[src/rtl/mbox_pkt_framer.sv]
// mbox_pkt_framer: buffers mailbox bytes in a first-word-fall-through FIFO and
// frames them into WOU mailbox packets (SYNC, TYPE, LEN, payload, CSUM) on a
// valid/ready byte link. Full/almost-full flags give backpressure upstream.
module mbox_pkt_framer #(
    parameter int                WOU_DW    = 8,
    parameter int                FIFO_AW   = 4,
    parameter int                AFULL_LVL = 12,
    parameter int                MAX_PLD   = 8,
    parameter int                IDLE_TO   = 64,
    parameter logic [WOU_DW-1:0] SYNC_BYTE = 8'h55,
    parameter logic [WOU_DW-1:0] PKT_TYPE  = 8'hA5
) (
    input  logic              wb_clk_i,
    input  logic              wb_rst_i,
    input  logic              mbox_wr_i,
    input  logic [WOU_DW-1:0] mbox_do_i,
    output logic              mbox_full_o,
    output logic              mbox_afull_o,
    output logic [WOU_DW-1:0] tx_dat_o,
    output logic              tx_vld_o,
    input  logic              tx_rdy_i,
    output logic              ovf_o,
    output logic [15:0]       pkt_cnt_o
);

    localparam int DEPTH = 2**FIFO_AW;
    localparam int CNT_W = FIFO_AW + 1;
    localparam int IDL_W = $clog2(IDLE_TO + 1);

    typedef enum logic [2:0] {
        S_IDLE,
        S_SYNC,
        S_TYPE,
        S_LEN,
        S_PLD,
        S_CSUM
    } state_e;

    logic [WOU_DW-1:0]  mem [DEPTH];
    logic [FIFO_AW-1:0] wr_ptr_q;
    logic [FIFO_AW-1:0] rd_ptr_q;
    logic [FIFO_AW-1:0] rd_ptr_nxt;
    logic [CNT_W-1:0]   count_q;
    logic [CNT_W-1:0]   count_d;
    logic [IDL_W-1:0]   idle_q;
    logic [IDL_W-1:0]   idle_d;
    logic               full_q;
    logic               afull_q;
    logic               ovf_q;

    state_e             state_q;
    logic [WOU_DW-1:0]  tx_dat_q;
    logic               tx_vld_q;
    logic [WOU_DW-1:0]  len_q;
    logic [WOU_DW-1:0]  len_d;
    logic [WOU_DW-1:0]  rem_q;
    logic [WOU_DW-1:0]  csum_q;
    logic [15:0]        pkt_cnt_q;

    logic               wr_acc;
    logic               pop;
    logic               trigger;

    // A byte is taken only while the registered full flag is low; the head is
    // popped exactly when a payload byte is accepted downstream.
    assign wr_acc     = mbox_wr_i & ~full_q;
    assign pop        = (state_q == S_PLD) & tx_rdy_i;
    assign rd_ptr_nxt = rd_ptr_q + 1'b1;

    // Next fill count, idle timer, packet trigger and latched length.
    always_comb begin
        // NOTE: every signal gets a default at the top so no latch is inferred.
        count_d = count_q;
        if (wr_acc && !pop) begin
            count_d = count_q + 1'b1;
        end else if (pop && !wr_acc) begin
            count_d = count_q - 1'b1;
        end

        idle_d = idle_q;
        if (wr_acc || count_q == '0) begin
            idle_d = '0;
        end else if (idle_q != IDL_W'(IDLE_TO)) begin
            idle_d = idle_q + 1'b1;
        end

        trigger = (int'(count_q) >= MAX_PLD) ||
                  ((count_q != '0) && (idle_q == IDL_W'(IDLE_TO)));
        len_d   = (int'(count_q) >= MAX_PLD) ? WOU_DW'(MAX_PLD) : WOU_DW'(count_q);
    end

    // FIFO byte storage.
    // NOTE: the array is not reset; pointers and count alone define which entries are valid.
    always_ff @(posedge wb_clk_i) begin
        if (wr_acc) begin
            mem[wr_ptr_q] <= mbox_do_i;
        end
    end

    // FIFO pointers, fill count, registered flags, sticky overflow and idle timer.
    // NOTE: sequential state uses non-blocking assignments so every register samples pre-edge values.
    always_ff @(posedge wb_clk_i or posedge wb_rst_i) begin
        if (wb_rst_i) begin
            wr_ptr_q <= '0;
            rd_ptr_q <= '0;
            count_q  <= '0;
            full_q   <= 1'b0;
            afull_q  <= 1'b0;
            ovf_q    <= 1'b0;
            idle_q   <= '0;
        end else begin
            if (wr_acc) begin
                wr_ptr_q <= wr_ptr_q + 1'b1;
            end
            if (pop) begin
                rd_ptr_q <= rd_ptr_nxt;
            end
            count_q <= count_d;
            full_q  <= (int'(count_d) == DEPTH);
            afull_q <= (int'(count_d) >= AFULL_LVL);
            ovf_q   <= ovf_q | (mbox_wr_i & full_q);
            idle_q  <= idle_d;
        end
    end

    // Packet framer: one byte per state, advancing only on acceptance, with
    // the checksum accumulated from TYPE, LEN and each accepted payload byte.
    always_ff @(posedge wb_clk_i or posedge wb_rst_i) begin
        if (wb_rst_i) begin
            state_q   <= S_IDLE;
            tx_dat_q  <= '0;
            tx_vld_q  <= 1'b0;
            len_q     <= '0;
            rem_q     <= '0;
            csum_q    <= '0;
            pkt_cnt_q <= '0;
        end else begin
            case (state_q)
                S_IDLE: begin
                    if (trigger) begin
                        state_q  <= S_SYNC;
                        tx_vld_q <= 1'b1;
                        tx_dat_q <= SYNC_BYTE;
                        len_q    <= len_d;
                        csum_q   <= PKT_TYPE + len_d;
                    end
                end
                S_SYNC: begin
                    if (tx_rdy_i) begin
                        state_q  <= S_TYPE;
                        tx_dat_q <= PKT_TYPE;
                    end
                end
                S_TYPE: begin
                    if (tx_rdy_i) begin
                        state_q  <= S_LEN;
                        tx_dat_q <= len_q;
                    end
                end
                S_LEN: begin
                    if (tx_rdy_i) begin
                        state_q  <= S_PLD;
                        tx_dat_q <= mem[rd_ptr_q];
                        rem_q    <= len_q;
                    end
                end
                S_PLD: begin
                    if (tx_rdy_i) begin
                        csum_q <= csum_q + tx_dat_q;
                        rem_q  <= rem_q - 1'b1;
                        if (rem_q == WOU_DW'(1)) begin
                            state_q  <= S_CSUM;
                            tx_dat_q <= csum_q + tx_dat_q;
                        end else begin
                            tx_dat_q <= mem[rd_ptr_nxt];
                        end
                    end
                end
                S_CSUM: begin
                    if (tx_rdy_i) begin
                        state_q   <= S_IDLE;
                        tx_vld_q  <= 1'b0;
                        tx_dat_q  <= '0;
                        pkt_cnt_q <= pkt_cnt_q + 16'd1;
                    end
                end
                default: begin
                    state_q  <= S_IDLE;
                    tx_vld_q <= 1'b0;
                end
            endcase
        end
    end

    assign mbox_full_o  = full_q;
    assign mbox_afull_o = afull_q;
    assign ovf_o        = ovf_q;
    assign tx_dat_o     = tx_dat_q;
    assign tx_vld_o     = tx_vld_q;
    assign pkt_cnt_o    = pkt_cnt_q;

endmodule

[config.mk]
export PLATFORM = sky130hd
export DESIGN_NAME = mbox_pkt_framer
export DESIGN_NICKNAME = d
export VERILOG_FILES = /design/src/rtl/mbox_pkt_framer.sv
export SDC_FILE = /design/constraint.sdc
export NUM_CORES = 1
export LEC_CHECK = 0
export BUFFER_PORTS_ARGS = -buffer_cell sky130_fd_sc_hd__buf_2
export CAP_MARGIN = 20
export CORE_MARGIN = 2
export CORE_UTILIZATION = 62
export DETAILED_ROUTE_END_ITERATION = 10
export GPL_TIMING_DRIVEN = 0
export PLACE_DENSITY = 0.91
export SKIP_LAST_GASP = 1
export SLEW_MARGIN = 30
export SYNTH_ARGS = -nofsm -noshare
export SYNTH_HDL_FRONTEND = slang
export SYNTH_SLANG_ARGS = --single-unit
[constraint.sdc]
create_clock -name wb_clk_i -period 3.65 [get_ports wb_clk_i]
set_clock_uncertainty 0.15 [all_clocks]
set_input_delay 0.365 -clock wb_clk_i [delete_from_list [all_inputs] [get_ports wb_clk_i]]
set_output_delay 0.365 -clock wb_clk_i [all_outputs]
set_load 0.05 [all_outputs]
==> metrics.txt, run 1 <==
status=finished clean; GRT Total Usage=0.307; layout cells sized above 1=0.223; vias per cell=6.83; initial core utilization=0.633; commonest cells in the netlist=128 x edfxtp_1, 72 x dfrtp_1, 56 x mux4_2; crit path kind=flip-flop to flip-flop; synthesis-to-finish area growth=10.7%; CTS tree=done; DR pass1 iterations=6; post-layout min period=3.13 ns; P_sw=3720 uW; Post-Place Cells=961; Rows=46; R2R depth=7; Worst Hold End=ovf_o$_DFF_PP0_; clock latency on the worst-skew pair=0.45 ns; leading area contributor after synthesis=edfxtp_1; total design power=9310 uW; Synth async-reset ratio=0.360; Routed Antenna Nets=0; ys flop type=edfxtp_1; Met1 Routed Length=9140 um; CP Cell Sequence=ha_1 > buf_6 > buf_2 > mux4_1 > mux4_2 > a211oi_1 > a21oi_1; #FFs+latches synth=200; nature of the critical path endpoint=flip-flop; Seq pwr share=0.342; Req. time, crit path=3.79 ns; Pwr Density=840 nW/um^2; Routed met2 length=12400 um; Die Wd=131 um; Max Buffers Root-to-Sink=2; die footprint=17200 um^2; post-detail-place hpwl=16900 um; initial detailed-routing violation count=1044; slowest CP cell=a211oi_1; Pleak=0.00417 uW; Finished Layout Cells=993; Largest stage delay, worst path=0.52 ns; Combinational Power Share=0.461; worst hold stages=2; Internal Power=5590 uW; vias in the first global route=6765; type of the worst min-delay path=input port to flip-flop; Area contributors post-synth=edfxtp_1 38%, dfrtp_1 18%, mux4_2 13%; antenna cells=0; Syn Inst Count=705; core area=15800 um^2; Avg WL per Cell=24.9 um; largest net degree at the start of global routing=40; initial antenna violation count=0; Reg clk slew, reported paths=0.07 ns; Max Slew Vio Count=0; nets@finish=799; sequential share of the synthesized area=0.564; Clock Sinks=200; H-Tree Depth=4; maximum fanout along the worst path=10; TritonCTS buffer count=17; Reg2Reg Setup Slack=0.52 ns; reg-to-reg endpoint=tx_dat_o[7]$_DFFE_PP0P_; setup TNS=0 ns; mapped cell area=10000 um^2; syn nets=739; Yosys warning count=0; Sw Ratio=0.400; final hold vios=0; root buffer cell=clkbuf_16; gp weighted congestion=0.881; I/O pins=40; max cap viols=0; highest clock rate=0.320 GHz; Max VDD drop=476 uV; top layer in use=met4; final setup fails=0; post-synth cell types=66; final wirelength=24800 um; Mean Syn Cell Area=14.2 um^2; die height=131 um; Post-synth EDFFs=128; RSZ-0062 raised after global routing=false; worst reg2reg path startpoint=rd_ptr_q[0]$_DFFE_PP0P_; Rel. slew slack=0.465; routed wl met3=2310 um; port buffer count=39; first-pass GRT wire length=38200 um; Clk pwr share=0.197; worst hold path startpoint=mbox_wr_i; critical path arrival=3.27 ns; count leader, synth=edfxtp_1; area share of the largest cell type after synthesis=0.384; Vias=6781; Startpoint Class=flip-flop; Remaining DRCs=0; worst slew pin tran=0.802 ns; final period utilization=0.857; GRT overflow=0; Fillers=987
## worst max-delay path by stage
stage                             from                 endpoint  cells after the start
2_1_floorplan  tx_dat_o[0]$_DFFE_PP0P_  tx_dat_o[6]$_DFFE_PP0P_                      7
3_3_place_gp                  wb_rst_i    csum_q[1]$_DFFE_PP0P_                      2
3_5_place_dp   rd_ptr_q[0]$_DFFE_PP0P_  tx_dat_o[7]$_DFFE_PP0P_                      7
4_1_cts        rd_ptr_q[0]$_DFFE_PP0P_  tx_dat_o[0]$_DFFE_PP0P_                     10
5_1_grt        rd_ptr_q[0]$_DFFE_PP0P_  tx_dat_o[1]$_DFFE_PP0P_                     10
6_report       rd_ptr_q[0]$_DFFE_PP0P_  tx_dat_o[7]$_DFFE_PP0P_                      7
## power by group through the flow
| stage | logic [uW] | clock network [uW] | registers, uW |
|---|---|---|---|
| 2_1_floorplan | 2900 | 0 | 3360 |
| 3_3_place_gp | 3940 | 0 | 3160 |
| 3_5_place_dp | 4160 | 0 | 3210 |
| 4_1_cts | 4210 | 1830 | 3170 |
| 5_1_grt | 4580 | 1930 | 3220 |
| 6_report | 4290 | 1830 | 3190 |
## critical path: cells and delay by family, from the launching register on
| kind | cells | cell delay [ns] |
|---|---|---|
| AO/OA/AOI/OAI | 2 | 0.66 |
| adder cells (fa/ha/maj) | 1 | 0.35 |
| buffers and inverters | 2 | 0.46 |
| flip-flops | 1 | 0.47 |
| multiplexers | 2 | 0.87 |
## cells by family (layout without fill, tap and decap cells)
kind of cell,count (synthesis),in the layout,synth area share
XOR/XNOR,41,41,0.0366
multiplexers,92,92,0.180
adder cells (fa/ha/maj),23,23,0.0292
AO/OA/AOI/OAI,95,95,0.0612
AND/OR/NAND/NOR,202,202,0.104
flip-flops,200,200,0.564
buffers and inverters,52,124,0.0249
## placed cells by master, fill, tap and decap left out, types with 14 or more instances in the layout
cell type | synthesis | layout
mux2_2 | 15 | 15
nand3_1 | 38 | 38
xor2_1 | 15 | 15
o21ai_0 | 26 | 26
dfrtp_1 | 72 | 72
inv_1 | 15 | 14
buf_2 | 15 | 54
clkbuf_1 | 14 | 14
nand2_1 | 53 | 53
mux4_2 | 56 | 56
ha_1 | 21 | 21
clkbuf_16 | 0 | 17
xnor2_1 | 25 | 25
a21oi_1 | 26 | 26
and2_1 | 18 | 18
edfxtp_1 | 128 | 128
nor2_1 | 34 | 34
## through the flow
stage	hold slack [ns]	setup WS, ns	area [um^2]	utilization
4_1_cts	0.00271	0.618	11100	0.700
3_3_place_gp	0.286	0.522	10500	0.662
5_1_grt	0.0144	0.445	11100	0.700
2_1_floorplan	0.302	1.12	10000	-
6_report	0.00613	0.523	11100	0.700
3_5_place_dp	0.260	0.657	10500	0.663
## registers in the layout, summed over array words and instances, names as in the netlist
| name | count |
|---|---|
| ovf_o | 1 |
| pkt_cnt_o | 16 |
| rd_ptr_q | 4 |
| tx_vld_o | 1 |
| tx_dat_o | 8 |
| len_q | 5 |
| idle_q | 7 |
| state_q | 3 |
| rem_q | 8 |
| mbox_full_o | 1 |
| count_q | 5 |
| wr_ptr_q | 4 |
| csum_q | 8 |
| mem | 128 |
| mbox_afull_o | 1 |
## what timing repair did
item                       4_1_cts  5_1_grt
buffers inserted                 0        0
resized for setup                0        0
hold buffers                     1        0
setup endpoints to repair        0        0
hold endpoints to repair        33        0
## area by class of cell
cell class / count / area (um^2) / share of cell area
plain buffers: 37 / 193 / 0.0174
flip-flops and latches: 200 / 5650 / 0.509
repair buffers: 41 / 225 / 0.0203
clock buffers: 17 / 425 / 0.0384
multi-input cells: 453 / 4120 / 0.372
well taps: 216 / 270 / 0.0244
clock inverters: 14 / 139 / 0.0125
inverters: 15 / 58.8 / 0.00531
## routing by layer
layer / GRT usage / vias to the layer above
li1: - / 2848
met1: 0.389 / 3372
met2: 0.514 / 462
met3: 0.0747 / 99
met4: 0.124 / 0
met5: 0 / -
Power figures use the tool's default switching activity.
==> run 2, diff against run 1 <==
Settings changed: CAP_MARGIN 20 to 30, RECOVER_POWER set to 25.
==> run 2 against run 1 <==
  * Design area hardly changed
  * Clock-buffer cell count stayed put
  * First-iteration DRC count is 0.19% lower
  * Clock power hardly changed
  * Register-to-register slack hardly changed
  * Non-clock buffer count stayed put
  * Maximum frequency is 0.48% higher
  * Utilization is 0.055 points lower
  * Final cell count stayed put
  * Critical path type unchanged
  * Largest cell class unchanged
  * Largest power group unchanged
  * Highest routed layer unchanged
==> metrics.txt, run 2 (synthesis gave the netlist of run 1 again) <==
status=finished clean; Routed Antenna Nets=0 (unchanged); CP Cell Sequence=ha_1 > buf_6 > buf_2 > mux4_1 > mux4_2 > a211oi_1 > a21oi_1; setup slack after layout=0.538 ns (+0.0148 ns); layout cells sized above 1=0.214 (-0.00901); Req. time, crit path=3.80 ns (about the same); worst reg2reg path startpoint=rd_ptr_q[0]$_DFFE_PP0P_; port buffer count=39 (unchanged); footprint of the multi-input gates=4120 um^2 (unchanged); Sw Ratio=0.400 (about the same); post-layout min period=3.11 ns (-0.0148 ns); Vias=6781 (unchanged); setup TNS=0 ns (unchanged); Clk pwr share=0.197 (about the same); Remaining DRCs=0 (unchanged); gp weighted congestion=0.881 (unchanged); Combinational Power Share=0.461 (about the same); FF+latch area=5650 um^2 (unchanged); root buffer cell=clkbuf_16; Rows=46 (unchanged); initial antenna violation count=0 (unchanged); Rel. slew slack=0.466 (+0.000768); antenna cells=0 (unchanged); post-detail-place hpwl=16900 um (unchanged); Pwr Density=841 nW/um^2 (about the same); top layer in use=met4; nature of the critical path endpoint=flip-flop; DR pass1 iterations=8 (+2); Internal Power=5590 uW (about the same); routed wl met3=2310 um (+0.17%); Seq pwr share=0.342 (about the same); Critical path destination=tx_dat_o[7]$_DFFE_PP0P_; nets@finish=799 (unchanged); CP delay by family, top=multiplexers; Post-Place Cells=961 (unchanged); Avg WL per Cell=24.9 um (-0.12%); critical path arrival=3.26 ns (about the same); P_sw=3720 uW (about the same); CTS tree=done; H-Tree Depth=4 (unchanged); RSZ-0062 raised after global routing=false; highest clock rate=0.321 GHz (+0.48%); max reg flops=128 (unchanged); Pleak=0.00415 uW (-0.46%); Startpoint Class=flip-flop; vias per cell=6.83 (unchanged); Post-CTS Setup Bufs=0 (unchanged); type of the worst min-delay path=input port to flip-flop; Critical path buffers and inverters=2 (unchanged); worst slew pin tran=0.801 ns (-0.00115 ns); Met1 Routed Length=9060 um (-0.82%); crit path kind=flip-flop to flip-flop; Reg with most FFs=mem; Finished Layout Cells=993 (unchanged); die height=131 um (unchanged); die footprint=17200 um^2 (unchanged); Reg2Reg Setup Slack=0.54 ns (about the same); Largest stage delay, worst path=0.52 ns (about the same); total stage count of the critical path=7 (unchanged); Max Buffers Root-to-Sink=2 (unchanged); core area=15800 um^2 (unchanged); final wirelength=24700 um (-0.12%); pre-CTS setup slack=0.657 ns (unchanged); final hold slack=0.00658 ns (+0.000450 ns); maximum fanout along the worst path=10 (unchanged); first-pass GRT wire length=38200 um (unchanged); TritonCTS buffer count=17 (unchanged); R2R depth=7 (unchanged); Clock Sinks=200 (unchanged); final hold vios=0 (unchanged); synthesis-to-finish area growth=10.6% (about the same); GRT Total Usage=0.307 (unchanged); largest net degree at the start of global routing=40 (unchanged); GRT overflow=0 (unchanged); reg-to-reg endpoint=tx_dat_o[7]$_DFFE_PP0P_; clock latency on the worst-skew pair=0.44 ns (about the same); initial core utilization=0.633 (unchanged); vias in the first global route=6765 (unchanged); initial detailed-routing violation count=1042 (-0.19%); post-cts sizing count=0 (unchanged); Max Slew Vio Count=0 (unchanged); hold-fix buffers at CTS=1 (unchanged); Die Wd=131 um (unchanged); most frequent cells in the layout=128 x edfxtp_1, 72 x dfrtp_1, 56 x mux4_2, 53 x nand2_1, 47 x buf_2; Fillers=989 (+0.20%); max cap viols=0 (unchanged); most common cell after layout, fill and taps aside=edfxtp_1; Critical Path Start=rd_ptr_q[0]$_DFFE_PP0P_; slowest CP cell=a211oi_1; Max VDD drop=476 uV (about the same); final setup fails=0 (unchanged); Reg clk slew, reported paths=0.07 ns (about the same); I/O pins=40 (unchanged); Routed met2 length=12600 um (+1.4%); final period utilization=0.853 (-0.00407)
-- run 2: cell count changes in the layout (fill, tap and decap cells not counted) --
cell      delta
buf_2        -7
clkbuf_1     +7
-- run 2: power groups by stage --
stage               Combinational [uW]  Sequential (uW)  Clock (uW)
floorplan                         2900             3360           0
global placement                  3940             3160           0
detailed placement                4160             3210           0
CTS                               4210             3170        1830
global route                      4580             3230        1930
finish                            4290             3180        1840
-- run 2: stage by stage --
step	instance area, um^2	util	power [uW]
floorplan	10000	-	6260
global placement	10500	0.662	7100
detailed placement	10500	0.663	7370
CTS	11100	0.700	9210
global route	11100	0.700	9730
finish	11100	0.700	9310
-- run 2: cell type report --
class,count,share of cell area
Clock inverter,14,0.0125
Inverter,15,0.00531
Timing Repair Buffer,41,0.0196
Sequential cell,200,0.510
Tap cell,216,0.0244
Buffer,37,0.0174
Clock buffer,17,0.0384
Multi-Input combinational cell,453,0.372
-- run 2: worst min-delay path by stage --
| stage | cells past startpoint | start | slack [ns] | to |
|---|---|---|---|---|
| after floorplan | 1 | rem_q[7]$_DFFE_PP0P_ | 0.30 | rem_q[7]$_DFFE_PP0P_ |
| after global placement | 1 | ovf_o$_DFF_PP0_ | 0.29 | ovf_o$_DFF_PP0_ |
| after detailed placement | 2 | wb_rst_i | 0.26 | wr_ptr_q[1]$_DFFE_PP0P_ |
| after CTS | 2 | mbox_wr_i | 0.003 | ovf_o$_DFF_PP0_ |
| after global routing | 2 | mbox_wr_i | 0.01 | ovf_o$_DFF_PP0_ |
| final | 2 | mbox_wr_i | 0.007 | ovf_o$_DFF_PP0_ |
-- run 2: per-layer routing --
metal / track usage / vias up
li1: - / 2853
met1: 0.389 / 3364
met2: 0.514 / 480
met3: 0.0747 / 84
met4: 0.124 / 0
met5: 0 / -
